`src/rtl/cart_map_arbiter.sv`:
```
// N-channel cartridge-mapper arbiter: routes the bus of the selected mapper channel to the
// shared cartridge memories, with a drain/guard switchover. Optional stats: CART_MAP_STATS_EN.
module cart_map_arbiter #(
    parameter int              NUM_CH        = 5,
    parameter int              ROM_AW        = 24,
    parameter int              BSRAM_AW      = 20,
    parameter int              GUARD_CYCLES  = 4,
    parameter int              DRAIN_TIMEOUT = 64,
    parameter logic [NUM_CH-1:0] TURBO_MASK  = 5'b10101
) (
    input  logic                       mclk,
    input  logic                       rst,
    input  logic [NUM_CH-2:0]          map_active,
    input  logic [NUM_CH*8-1:0]        ch_do,
    input  logic [NUM_CH-1:0]          ch_irq_n,
    input  logic [NUM_CH*ROM_AW-1:0]   ch_rom_addr,
    input  logic [NUM_CH-1:0]          ch_rom_ce_n,
    input  logic [NUM_CH-1:0]          ch_rom_oe_n,
    input  logic [NUM_CH-1:0]          ch_rom_word,
    input  logic [NUM_CH*BSRAM_AW-1:0] ch_bsram_addr,
    input  logic [NUM_CH*8-1:0]        ch_bsram_d,
    input  logic [NUM_CH-1:0]          ch_bsram_ce_n,
    input  logic [NUM_CH-1:0]          ch_bsram_oe_n,
    input  logic [NUM_CH-1:0]          ch_bsram_we_n,
    output logic [7:0]                 di,
    output logic                       irq_n,
    output logic [ROM_AW-1:0]          rom_addr,
    output logic                       rom_ce_n,
    output logic                       rom_oe_n,
    output logic                       rom_word,
    output logic [BSRAM_AW-1:0]        bsram_addr,
    output logic [7:0]                 bsram_d,
    output logic                       bsram_ce_n,
    output logic                       bsram_oe_n,
    output logic                       bsram_we_n,
    output logic [2:0]                 sel_idx,
    output logic                       switching,
    output logic                       onehot_err,
    output logic                       turbo_allow
`ifdef CART_MAP_STATS_EN
    ,
    output logic [15:0]                switch_count,
    output logic                       drain_timeout_seen
`endif
);

    localparam int SW = (NUM_CH > 1) ? $clog2(NUM_CH) : 1;
    localparam int DW = (DRAIN_TIMEOUT > 1) ? $clog2(DRAIN_TIMEOUT) : 1;
    localparam int GW = (GUARD_CYCLES > 1) ? $clog2(GUARD_CYCLES) : 1;

    typedef enum logic [1:0] {
        S_RUN   = 2'd0,
        S_DRAIN = 2'd1,
        S_GUARD = 2'd2
    } state_t;

    state_t        state_q, state_d;
    logic [DW-1:0] dcnt_q, dcnt_d;
    logic [GW-1:0] gcnt_q, gcnt_d;
    logic [2:0]    target_q, target_d;
    logic [2:0]    sel_q, sel_d;
    logic          onehot_err_q, onehot_err_d;

    logic [2:0]    req;
    logic [3:0]    hot_cnt;
    logic          multi_hot;
    logic [SW-1:0] sel_ix;
    logic          released;
    logic          drain_limit;
    logic          guard_last;

    // Per-channel views of the packed input buses
    logic [7:0]          do_a      [NUM_CH];
    logic [ROM_AW-1:0]   rom_addr_a[NUM_CH];
    logic [BSRAM_AW-1:0] bs_addr_a [NUM_CH];
    logic [7:0]          bs_d_a    [NUM_CH];

    for (genvar gi = 0; gi < NUM_CH; gi++) begin : g_unpack
        assign do_a[gi]       = ch_do[gi*8 +: 8];
        assign rom_addr_a[gi] = ch_rom_addr[gi*ROM_AW +: ROM_AW];
        assign bs_addr_a[gi]  = ch_bsram_addr[gi*BSRAM_AW +: BSRAM_AW];
        assign bs_d_a[gi]     = ch_bsram_d[gi*8 +: 8];
    end

    // Anything other than exactly one hot bit falls back to the default channel
    always_comb begin
        req     = 3'd0;
        hot_cnt = 4'd0;
        for (int k = 1; k < NUM_CH; k++) begin
            if (map_active[k-1]) begin
                hot_cnt = hot_cnt + 4'd1;
                req     = 3'(k);
            end
        end
        if (hot_cnt != 4'd1) begin
            req = 3'd0;
        end
        multi_hot = (hot_cnt > 4'd1);
    end

    assign sel_ix      = sel_q[SW-1:0];
    assign released    = ch_rom_ce_n[sel_ix] & ch_bsram_ce_n[sel_ix];
    assign drain_limit = (dcnt_q == DW'(DRAIN_TIMEOUT - 1));
    assign guard_last  = (gcnt_q == GW'(GUARD_CYCLES - 1));

    always_comb begin
        state_d      = state_q;
        dcnt_d       = dcnt_q;
        gcnt_d       = gcnt_q;
        target_d     = target_q;
        sel_d        = sel_q;
        onehot_err_d = onehot_err_q | multi_hot;
        case (state_q)
            S_RUN: begin
                if (req != sel_q) begin
                    state_d = S_DRAIN;
                    dcnt_d  = '0;
                end
            end
            S_DRAIN: begin
                // Target is sampled only here, so request churn during DRAIN is harmless
                if (released || drain_limit) begin
                    state_d  = S_GUARD;
                    gcnt_d   = '0;
                    target_d = req;
                end else begin
                    dcnt_d = dcnt_q + 1'b1;
                end
            end
            S_GUARD: begin
                if (guard_last) begin
                    state_d = S_RUN;
                    sel_d   = target_q;
                end else begin
                    gcnt_d = gcnt_q + 1'b1;
                end
            end
            default: begin
                state_d = S_GUARD;
                gcnt_d  = '0;
            end
        endcase
    end

    always_ff @(posedge mclk) begin
        if (rst) begin
            state_q      <= S_GUARD;
            dcnt_q       <= '0;
            gcnt_q       <= '0;
            target_q     <= 3'd0;
            sel_q        <= 3'd0;
            onehot_err_q <= 1'b0;
        end else begin
            state_q      <= state_d;
            dcnt_q       <= dcnt_d;
            gcnt_q       <= gcnt_d;
            target_q     <= target_d;
            sel_q        <= sel_d;
            onehot_err_q <= onehot_err_d;
        end
    end

    // Zero-latency pass-through outside GUARD; bus parked while switching over
    always_comb begin
        di         = 8'hFF;
        irq_n      = 1'b1;
        rom_addr   = '0;
        rom_ce_n   = 1'b1;
        rom_oe_n   = 1'b1;
        rom_word   = 1'b0;
        bsram_addr = '0;
        bsram_d    = 8'h00;
        bsram_ce_n = 1'b1;
        bsram_oe_n = 1'b1;
        bsram_we_n = 1'b1;
        if (state_q != S_GUARD) begin
            di         = do_a[sel_ix];
            irq_n      = ch_irq_n[sel_ix];
            rom_addr   = rom_addr_a[sel_ix];
            rom_ce_n   = ch_rom_ce_n[sel_ix];
            rom_oe_n   = ch_rom_oe_n[sel_ix];
            rom_word   = ch_rom_word[sel_ix];
            bsram_addr = bs_addr_a[sel_ix];
            bsram_d    = bs_d_a[sel_ix];
            bsram_ce_n = ch_bsram_ce_n[sel_ix];
            bsram_oe_n = ch_bsram_oe_n[sel_ix];
            bsram_we_n = ch_bsram_we_n[sel_ix];
        end
    end

    assign sel_idx     = sel_q;
    assign switching   = (state_q != S_RUN);
    assign onehot_err  = onehot_err_q;
    assign turbo_allow = (state_q == S_RUN) & TURBO_MASK[sel_ix];

`ifdef CART_MAP_STATS_EN
    logic [15:0] switch_count_q;
    logic        drain_timeout_seen_q;

    always_ff @(posedge mclk) begin
        if (rst) begin
            switch_count_q       <= 16'd0;
            drain_timeout_seen_q <= 1'b0;
        end else begin
            if (state_q == S_GUARD && guard_last && switch_count_q != 16'hFFFF) begin
                switch_count_q <= switch_count_q + 16'd1;
            end
            if (state_q == S_DRAIN && drain_limit && !released) begin
                drain_timeout_seen_q <= 1'b1;
            end
        end
    end

    assign switch_count       = switch_count_q;
    assign drain_timeout_seen = drain_timeout_seen_q;
`endif

endmodule

```
`config.mk`:
```
export PLATFORM = sky130hd
export DESIGN_NAME = cart_map_arbiter
export DESIGN_NICKNAME = d
export VERILOG_FILES = /design/src/rtl/cart_map_arbiter.sv
export SDC_FILE = /design/constraint.sdc
export NUM_CORES = 1
export LEC_CHECK = 0
export CAP_MARGIN = 10
export CORE_AREA = 5 5 156 158
export CTS_BUF_LIST = sky130_fd_sc_hd__clkbuf_8
export DETAILED_ROUTE_END_ITERATION = 8
export DIE_AREA = 0 0 161 163
export PLACE_DENSITY = 0.58
export SLEW_MARGIN = 5
export SYNTH_ARGS = -nofsm -noshare
export SYNTH_HDL_FRONTEND = slang
export SYNTH_SLANG_ARGS = --single-unit
```
`constraint.sdc`:
```
create_clock -name mclk -period 4.2 [get_ports mclk]
set_input_delay 1.05 -clock mclk [delete_from_list [all_inputs] [get_ports mclk]]
set_output_delay 1.05 -clock mclk [all_outputs]
set_load 0.03 [all_outputs]
```
; ---- After elaboration in Yosys (flattened, before gate mapping)
; Memories as Yosys holds them, arrays and structs flattened. A register that Yosys moved wholly into a read port is not among the register bits.
; Index checks and enable logic that the tools add are counted.
[word_totals]
regBits = 17
input_bits = 341
mem_bits_ro = 8
out_inout_bits = 73
n_memories = 1
word_cells = 100
[classes]
n_lt_le_gt_ge = 3
muxes = 59
bitwise = 5
reduce_logical = 9
n_eq_ne = 12
addsub = 5
[mem_list]
columns = memory, depth, word_bits, read_ports, rd_ports_with_merged_regs, write_ports, line
row1 = (name not given), 8, 1, 1, 1, 0, 194  ; assign turbo_allow = (state_q == S_RUN) & TURBO_MASK[sel_ix];
[op_table]
columns = cell, n
row1 = 24-bit binary-select mux with 3-bit select, 1
row2 = 24-bit 2-to-1 mux, 3
row3 = 20-bit binary-select mux with 3-bit select, 1
row4 = 20-bit 2-to-1 mux, 3
row5 = 8-bit binary-select mux with 3-bit select, 2
row6 = 8-bit 2-to-1 mux, 6
row7 = 1-bit binary-select mux with 3-bit select, 7
row8 = 3-bit 2-to-1 mux, 6
row9 = 1-bit 2-to-1 mux, 17
row10 = 4-bit by 1-bit adder with 4-bit output (second input constant), 3
row11 = 4-bit 2-to-1 mux, 3
row12 = 6-bit 2-to-1 mux, 2
row13 = 2-bit inequality test (second input constant), 6
row14 = 2-bit one-hot mux with 3 select lines, 2
row15 = 6-bit one-hot mux with 2 select lines, 1
row16 = 2-bit 2-to-1 mux, 5
row17 = 3-bit AND reduction, 3
row18 = 6-bit by 1-bit adder with 6-bit output (second input constant), 1
row19 = 6-bit == test (second input constant), 1
row20 = 2-bit == test (second input constant), 2
row21 = 4-bit >= comparator (second input constant), 1
row22 = 4-bit by 1-bit greater-than comparator with 1-bit output (second input constant), 1
row23 = 3-bit by 4-bit < comparator with 1-bit output (second input constant), 1
row24 = 4-bit by 1-bit inequality test with 1-bit output (second input constant), 1
row25 = other kinds (11), 14

; ---- Logic depth before layout (Yosys ltp)
; Gate-level depths: netlist of the first run.
[depth]
depth_word = 12
depth_mapped = 12
depth_no_buf = 11

; ---- Worst setup path after synthesis of the first run
; Ideal clock, no wire load.
[synth_path]
path_kind = input port to flip-flop
start = input port map_active[1]
end = register dcnt_q[3]
path_buffers = 1
cell_stages = 11
required_time_ps = 4130
t_arrival_ps = 3450
setup_time_ps = 70
path_slack_ps = 681
cell_sequence = inv_1 > ha_1 > xor2_1 > ha_1 > or4b_1 > o22ai_1 > xnor2_1 > and4_1 > buf_2 > or3_1 > a21oi_1
[synth_between]
elab_chain_len = 10
elab_cells_between_ends = 13
cone_classes = add/sub: 2 / eq/ne: 3 / mux: 7 / reduce/logical: 1
[synth_lines]
columns = element, line
row1 = start: declaration, 13  ; input logic [NUM_CH-2:0] map_active,
row2 = 4-bit 2-to-1 mux, 90  ; if (map_active[k-1]) begin
row3 = 4-bit by 1-bit adder with 4-bit output, 91  ; hot_cnt = hot_cnt + 4'd1;
row4 = 4-bit 2-to-1 mux, 90
row5 = 4-bit by 1-bit adder with 4-bit output, 91
row6 = 4-bit 2-to-1 mux, 90
row7 = 4-bit by 1-bit inequality test with 1-bit output, 95  ; if (hot_cnt != 4'd1) begin
row8 = 3-bit 2-to-1 mux *, 95
row9 = 3-bit inequality test *, 115  ; if (req != sel_q) begin
row10 = 2-bit inequality test (no line) *, -
row11 = 3-bit AND reduction (no line) *, -
row12 = end signal: assignment, 155  ; dcnt_q <= dcnt_d;
row13 = end: declaration, 58  ; logic [DW-1:0] dcnt_q, dcnt_d;
; Mark *: on every way between the ends. The rest lies on a longest branch, timed or not.
; A chain may end at the register's enable or synchronous reset.

; ---- Final worst setup path of the first run
[layout_path]
start = input port ch_do[19]
end = output port di[3]
[layout_between]
elab_chain_len = 4
[layout_lines]
columns = element, line
row1 = start: declaration, 14  ; input logic [NUM_CH*8-1:0] ch_do,
row2 = 8-bit binary-select mux with 3-bit select, 177  ; di = do_a[sel_ix];
row3 = 8-bit 2-to-1 mux (implied by the code) (2 in a row), 177
row4 = 8-bit 2-to-1 mux, 176  ; if (state_q != S_GUARD) begin
row5 = end: declaration, 25  ; output logic [7:0] di,
; No other way between the ends. The select of a mux whose other input is x is not followed.

==> results of run 1 <==
## layout by cell type, fill, tap and decap left out, types with 2 or more instances in the layout
cell type / instances
a222oi_1: 2
mux2_2: 3
xor2_1: 3
nor2_1: 63
clkdlybuf4s50_1: 412
mux2i_1: 2
a21oi_1: 14
nand2_1: 11
ha_1: 6
or3_1: 5
a221o_1: 12
clkbuf_8: 3
mux2_4: 2
nand4_1: 2
nand3_1: 6
a22oi_1: 54
dfxtp_4: 2
nor3_1: 3
buf_4: 18
mux4_2: 65
o21ai_0: 10
dfxtp_1: 16
nand2b_1: 2
and3_1: 2
a31oi_1: 3
buf_12: 6
or2_2: 2
inv_1: 10
## sequential cells by signal (all words and copies together), names as in the netlist, named ones only
name	count
state_q	2
sel_idx	3
target_q	3
gcnt_q	2
dcnt_q	6
onehot_err	1
## cell families (layout without fill, tap and decap cells)
logic type	after synthesis	in the layout	synth area share
xor gates and xnor gates	4	4	0.01006
adders and majority gates	6	6	0.02154
buffers and inverters	54	451	0.06283
muxes	72	72	0.4442
DFF	18	18	0.1034
other	0	1	0
AOI/OAI and AO/OA	105	105	0.2198
and+or+nand+nor	106	106	0.1382
## power by group
group          internal [mW]  leakage [nW]  switching, mW
sequential             0.184         0.148         0.0158
clock                 0.0650        0.0231         0.0588
combinational          0.659          2.69          0.653
total                  0.908          2.86          0.728
## stage by stage
stage          utilization  worst slack, ns  total power [mW]  instance area, µm²  instances
5_1_grt             0.3531           0.1204             1.730                8114       1052
3_3_place_gp        0.3502           0.1516             1.522                8049       1047
3_5_place_dp        0.3502          0.08042             1.525                8049       1047
6_report            0.3532           0.1928             1.636                8117       1053
4_1_cts             0.3522           0.1268             1.656                8094       1051
2_1_floorplan            -           0.6806            0.7968                3485        365
## worst reg2reg max path, cell delays in order (launching register included)
cell and delay (ns):
dfxtp_4 0.69, buf_4 0.26, mux2_4 0.33, a222oi_1 0.46, o21ai_1 0.23, a2111o_1 0.46, or3_1 0.31, a21oi_1 0.13
## path summary, 6_finish.rpt
path	endpoint	slack [ns]	depth (start not counted)
max	di[3]	0.19	4
min	target_q[0]	0.46	2
max reg2reg	dcnt_q[3]	1.27	7
min reg2reg	target_q[0]	0.46	2
## layer usage
| layer | wire length (µm) | up-vias | GRT usage | part of all wire |
|---|---|---|---|---|
| met5 | 0 | - | 0 | 0 |
| met1 | 9418 | 2418 | 0.2006 | 0.41 |
| met2 | 11330 | 262 | 0.2705 | 0.49 |
| li1 | - | 2287 | - | - |
| met4 | 173 | 0 | 0.01551 | 0.0075 |
| met3 | 2246 | 10 | 0.04935 | 0.097 |
## cell type report
type	instances	area [µm²]
clock buffer	3	41.29
multi-input combinational	293	2918
fill	2371	14870
clock inverter	1	3.754
tap	290	362.8
sequential	18	367.9
inverter	11	41.29
timing repair buffer	436	4379
antenna	1	2.502
## timing repair
item	CTS	global route
setup buffers	0	1
gates resized for setup	0	0
endpoints found under the setup margin	0	2
==> insert_results.sql, run 1 <==
INSERT INTO impl_metrics (metric_group, metric, value, unit) VALUES
('status', 'status', 'finished, final reports clean', ''),
('placed_design', 'portBuffers', '413', ''),
('worst_setup_path', 'cpPeakStageDelay', '0.65', 'ns'),
('synth', 'syn_inst', '365', ''),
('sta', 'final_min_period_over_clock_period', '0.9541', ''),
('clocking', 'insertion_delay', '0.25', 'ns'),
('die', 'floorplan.core_area', '0.02298', 'mm²'),
('sta', 'fin_skew', '0.003895', 'ns'),
('synth', 'postSynthNetCount', '712', ''),
('synth', 'synth_async_sr_flop_share', '0', ''),
('pwr', 'total_leakage_power', '2.858', 'nW'),
('pwr', 'ir_worst_vdd', '0.1236', 'mV'),
('synth', 'yosysSeqAreaShare', '0.1034', ''),
('synth', 'netlist_top_cells_area', 'mux4_2 42%, a22oi_1 12%, dfxtp_1 10%, nor2_1 6.9%, a221o_1 3.4%', ''),
('sta', 'slew_viol_final', '0', ''),
('worst_setup_path', 'worstPathMaxFanout', '1', ''),
('synth', 'synth_enable_flop_cells', '0', ''),
('detailed_routing', 'wl', '23.17', 'mm'),
('global_routing', 'grt_remaining_overflow', '0', ''),
('synth', 'synth.cells.most_frequent', '65 x mux4_2, 64 x nor2_1, 54 x a22oi_1, 31 x clkbuf_1, 18 x dfxtp_1', ''),
('worst_setup_path', 'cp_slowest_cell', 'clkdlybuf4s50_1', ''),
('worst_setup_path', 'timing.rr.start', 'sel_idx[0]', ''),
('synth', 'postSynth.topFlopCell', 'dfxtp_1', ''),
('detailed_routing', 'num_vias', '4977', ''),
('worst_setup_path', 'cpMostUsedCell', 'clkdlybuf4s50_1', ''),
('clocking', 'cts-htree-levels', '1', ''),
('clocking', 'cts_made_buffers', '3', ''),
('synth', 'post_synth_num_cell_types', '46', ''),
('die', 'die_h', '163', 'µm'),
('worst_setup_path', 'crit_start', 'ch_do[19]', ''),
('global_routing', 'number_of_global_route_vias_before_repair', '5137', ''),
('pwr', 'power_per_cell_area', '201.6', 'mW/mm²'),
('synth', 'ys.warnings.count', '0', ''),
('die', 'die_footprint', '0.02624', 'mm²'),
('sta', 'report.final.hold_viol_count', '0', ''),
('detailed_routing', 'routedWlPerCell', '22.00', 'µm'),
('sta', 'max-slew-margin-rel', '0.5992', ''),
('synth', 'yosysTopAreaCellShare', '0.4201', ''),
('synth', 'synthesis.area_per_instance', '9.547', 'µm²'),
('worst_hold_path', 'timing.hold.worst.start', 'target_q[0]', ''),
('sta', 'rsz0062_at_grt', 'no', ''),
('detailed_routing', 'detail_route.drc_violations', '0', ''),
('synth', 'synth.ff_latch_count', '18', ''),
('clocking', 'cts_tree', 'built', ''),
('clocking', 'ctsHoldBuffers', '0', ''),
('global_routing', 'grtUsageTotal', '0.1569', ''),
('worst_setup_path', 'critPathCaptureType', 'output pin', ''),
('clocking', 'clk_pin_slew_worst_paths', '0.07', 'ns'),
('worst_setup_path', 'worstPathRequired', '3.15', 'ns'),
('cells_and_area', 'area_growth', '132.9', '%'),
('run', 'drv.max_cap_violation_count', '0', ''),
('detailed_routing', 'detail_route.vias_per_cell', '4.726', ''),
('sta', 'fin_worst_hold_slack', '0.4585', 'ns'),
('placed_design', 'gp_congestion', '0.7964', ''),
('die', 'die_width', '161', 'µm'),
('sta', 'setup_viol_count_final', '0', ''),
('clocking', 'largest_buffer_count_on_any_clock_path', '2', ''),
('detailed_routing', 'firstDrtPassIters', '4', ''),
('sta', 'layout_min_cycle_time', '4.007', 'ns'),
('clocking', 'cts-root-buf', 'clkbuf_8', ''),
('sta', 'max_freq', '249.5', 'MHz'),
('worst_hold_path', 'min_path_type', 'reg2reg', ''),
('worst_setup_path', 'critPathTopFamily', 'buffers and inverters', ''),
('synth', 'synth_top_area_cell', 'mux4_2', ''),
('sta', 'setup_tns', '0', 'ns'),
('global_routing', 'grt_start_max_net_pins', '44', ''),
('worst_setup_path', 'cp-start-kind', 'primary input', ''),
('cells_and_area', 'layout-drive-gt1-share', '0.1391', ''),
('cells_and_area', 'design.final.nets', '1110', ''),
('global_routing', 'antenna_found_initial', '0', ''),
('sta', 'timing_worst_slew_pin_value', '0.5993', 'ns');
Power figures use the tool's default switching activity.
==> run 2, diff against run 1 <==
--- a/config.mk
+++ b/config.mk
@@ -10,7 +10,7 @@
 export CTS_BUF_LIST = sky130_fd_sc_hd__clkbuf_8
 export DETAILED_ROUTE_END_ITERATION = 8
 export DIE_AREA = 0 0 161 163
-export PLACE_DENSITY = 0.58
+export PLACE_DENSITY = 0.52
 export SLEW_MARGIN = 5
 export SYNTH_ARGS = -nofsm -noshare
 export SYNTH_HDL_FRONTEND = slang
==> run 2 against run 1 <==
  * Register-to-register slack got worse by 0.09 ns
  * Routed wire length rose by 0.18%
  * Largest cell class unchanged
  * Maximum frequency rose by 0.63%
==> insert_results.sql, run 2 (synthesis gave the netlist of run 1 again) <==
INSERT INTO impl_metrics (metric_group, metric, value, unit) VALUES
('status', 'status', 'finished, final reports clean', ''),
('detailed_routing', 'detail_route.drc_violations', '0', ''),
('detailed_routing', 'drtAntennaViolNets', '0', ''),
('detailed_routing', 'num_vias', '4934', ''),
('sta', 'rsz0062_at_grt', 'no', ''),
('pwr', 'total_leakage_power', '2.824', 'nW'),
('clocking', 'postCtsSetupRepairBufs', '0', ''),
('die', 'placement_rows', '56', ''),
('clocking', 'cts-htree-levels', '1', ''),
('detailed_routing', 'detail_route.vias_per_cell', '4.722', ''),
('worst_setup_path', 'cp.arrival', '2.93', 'ns'),
('global_routing', 'grtUsageTotal', '0.1611', ''),
('clocking', 'largest_buffer_count_on_any_clock_path', '2', ''),
('die', 'die_footprint', '0.02624', 'mm²'),
('global_routing', 'grt_remaining_overflow', '0', ''),
('global_routing', 'grt_pass1_wl', '32.30', 'mm'),
('sta', 'slew_viol_final', '0', ''),
('clocking', 'clk_sink_count', '18', ''),
('cells_and_area', 'most_common_library_cell_in_the_layout_ignoring_fill_and_taps', 'clkdlybuf4s50_1', ''),
('die', 'die_h', '163', 'µm'),
('worst_setup_path', 'cp-start-kind', 'primary input', ''),
('run', 'drv.max_cap_violation_count', '0', ''),
('sta', 'layout_min_cycle_time', '3.982', 'ns'),
('sta', 'fin_worst_hold_slack', '0.4539', 'ns'),
('cells_and_area', 'antenna_cells_inserted', '0', ''),
('clocking', 'cts_made_buffers', '3', ''),
('global_routing', 'grt_start_max_net_pins', '42', ''),
('clocking', 'cts-root-buf', 'clkbuf_8', ''),
('detailed_routing', 'wl', '23.21', 'mm'),
('sta', 'final_min_period_over_clock_period', '0.9481', ''),
('worst_setup_path', 'reg2regPathDepth', '7', ''),
('worst_hold_path', 'holdPathEnd', 'target_q[0]', ''),
('clocking', 'count_of_cells_resized_by_post_cts_repair', '0', ''),
('placed_design', 'portBuffers', '413', ''),
('sta', 'max_freq', '251.1', 'MHz'),
('sta', 'setup_tns', '0', 'ns'),
('detailed_routing', 'firstDrtPassIters', '5', ''),
('clocking', 'ctsHoldBuffers', '0', ''),
('placed_design', 'gp_congestion', '0.7991', ''),
('worst_hold_path', 'worst_hold_path.num_cells', '2', ''),
('cells_and_area', 'registers.top_by_ff_count', 'dcnt_q', ''),
('worst_setup_path', 'r2r_end', 'dcnt_q[3]', ''),
('cells_and_area', 'layout-drive-gt1-share', '0.1298', ''),
('clocking', 'cts_tree', 'built', ''),
('global_routing', 'number_of_global_route_vias_before_repair', '5061', ''),
('sta', 'setup_viol_count_final', '0', ''),
('pwr', 'ir_worst_vdd', '0.1233', 'mV'),
('worst_hold_path', 'timing.hold.worst.start', 'target_q[0]', ''),
('worst_setup_path', 'worst-r2r-setup-slack', '1.18', 'ns'),
('pwr', 'power_per_cell_area', '203.4', 'mW/mm²'),
('worst_setup_path', 'timing.rr.start', 'sel_idx[0]', ''),
('clocking', 'clk_pin_slew_worst_paths', '0.07', 'ns'),
('cells_and_area', 'flip_flop_count_of_the_largest_register_all_copies_and_words_added', '6', ''),
('die', 'i_o_pin_total', '414', ''),
('sta', 'timing_worst_slew_pin_value', '0.5842', 'ns'),
('detailed_routing', 'routedWlPerCell', '22.21', 'µm'),
('placed_design', 'post-dp-hpwl', '19.43', 'mm'),
('cells_and_area', 'area_growth', '131.4', '%'),
('sta', 'max-slew-margin-rel', '0.6093', ''),
('die', 'floorplan.core_area', '0.02298', 'mm²'),
('worst_setup_path', 'worstPathMaxFanout', '1', ''),
('cells_and_area', 'final_cell_mix', '413 x clkdlybuf4s50_1, 65 x mux4_2, 63 x nor2_1, 54 x a22oi_1, 16 x dfxtp_1', ''),
('sta', 'fin_skew', '0.002006', 'ns'),
('global_routing', 'antenna_found_initial', '2', ''),
('sta', 'report.final.hold_viol_count', '0', ''),
('worst_setup_path', 'timing.setup.critical_path_class', 'in2out', ''),
('die', 'floorplan.initialDensity', '0.1516', ''),
('die', 'die_width', '161', 'µm'),
('detailed_routing', 'drtIter0Drc', '296', ''),
('worst_setup_path', 'worstPathRequired', '3.15', 'ns'),
('cells_and_area', 'design.final.nets', '1103', ''),
('clocking', 'insertion_delay', '0.25', 'ns'),
('worst_setup_path', 'critPathCaptureType', 'output pin', ''),
('worst_hold_path', 'min_path_type', 'reg2reg', '');
-- run 2: changes by cell type in the layout (fill, tap and decap cells not counted) --
cell and change:
diode_2 -1, clkdlybuf4s50_1 +1, buf_4 -8
-- run 2: per-stage QoR --
stage	setup slack [ns]	total power, mW	cells	util	area (µm²)
6_report	0.2179	1.640	1045	0.3509	8064
5_1_grt	0.1391	1.735	1045	0.3509	8064
4_1_cts	0.1908	1.659	1045	0.3509	8064
3_5_place_dp	0.09359	1.531	1041	0.3489	8019
3_3_place_gp	0.1604	1.528	1041	0.3489	8019
2_1_floorplan	0.6806	0.7968	365	-	3485
-- run 2: how the worst max path moves through the flow --
stage | from | endpoint | slack [ns] | cells past startpoint
2_1_floorplan | map_active[1] | dcnt_q[3] | 0.68 | 11
3_3_place_gp | map_active[0] | dcnt_q[5] | 0.16 | 11
3_5_place_dp | map_active[1] | dcnt_q[4] | 0.09 | 12
4_1_cts | ch_do[19] | di[3] | 0.19 | 4
5_1_grt | sel_idx[0] | bsram_ce_n | 0.14 | 5
6_report | ch_do[19] | di[3] | 0.22 | 4
-- run 2: report_power, final --
part | switching (mW) | internal, mW
Clock | 0.0590 | 0.0650
Combinational | 0.650 | 0.665
Sequential | 0.0168 | 0.184
-- run 2: worst max-delay path, stage by stage --
cell	delay [ns]
clkdlybuf4s50_1	0.45
mux4_2	0.47
a221o_1	0.35
clkdlybuf4s50_1	0.62
-- run 2: per-layer routing --
metal,share of wire,wire length [µm],GRT usage
met1,0.40,9311,0.2054
met2,0.49,11490,0.2813
met3,0.087,2015,0.03872
met4,0.017,397,0.02869
met5,0,0,0
-- run 2: final cells by class --
cell class	instances	area, µm²
repair buffers	429	4329
clock inverters	1	3.754
clock buffers	3	41.29
inverters	11	41.29
fillers	2367	14920
flip-flops and latches	18	367.9
well taps	290	362.8
multi-input cells	293	2918
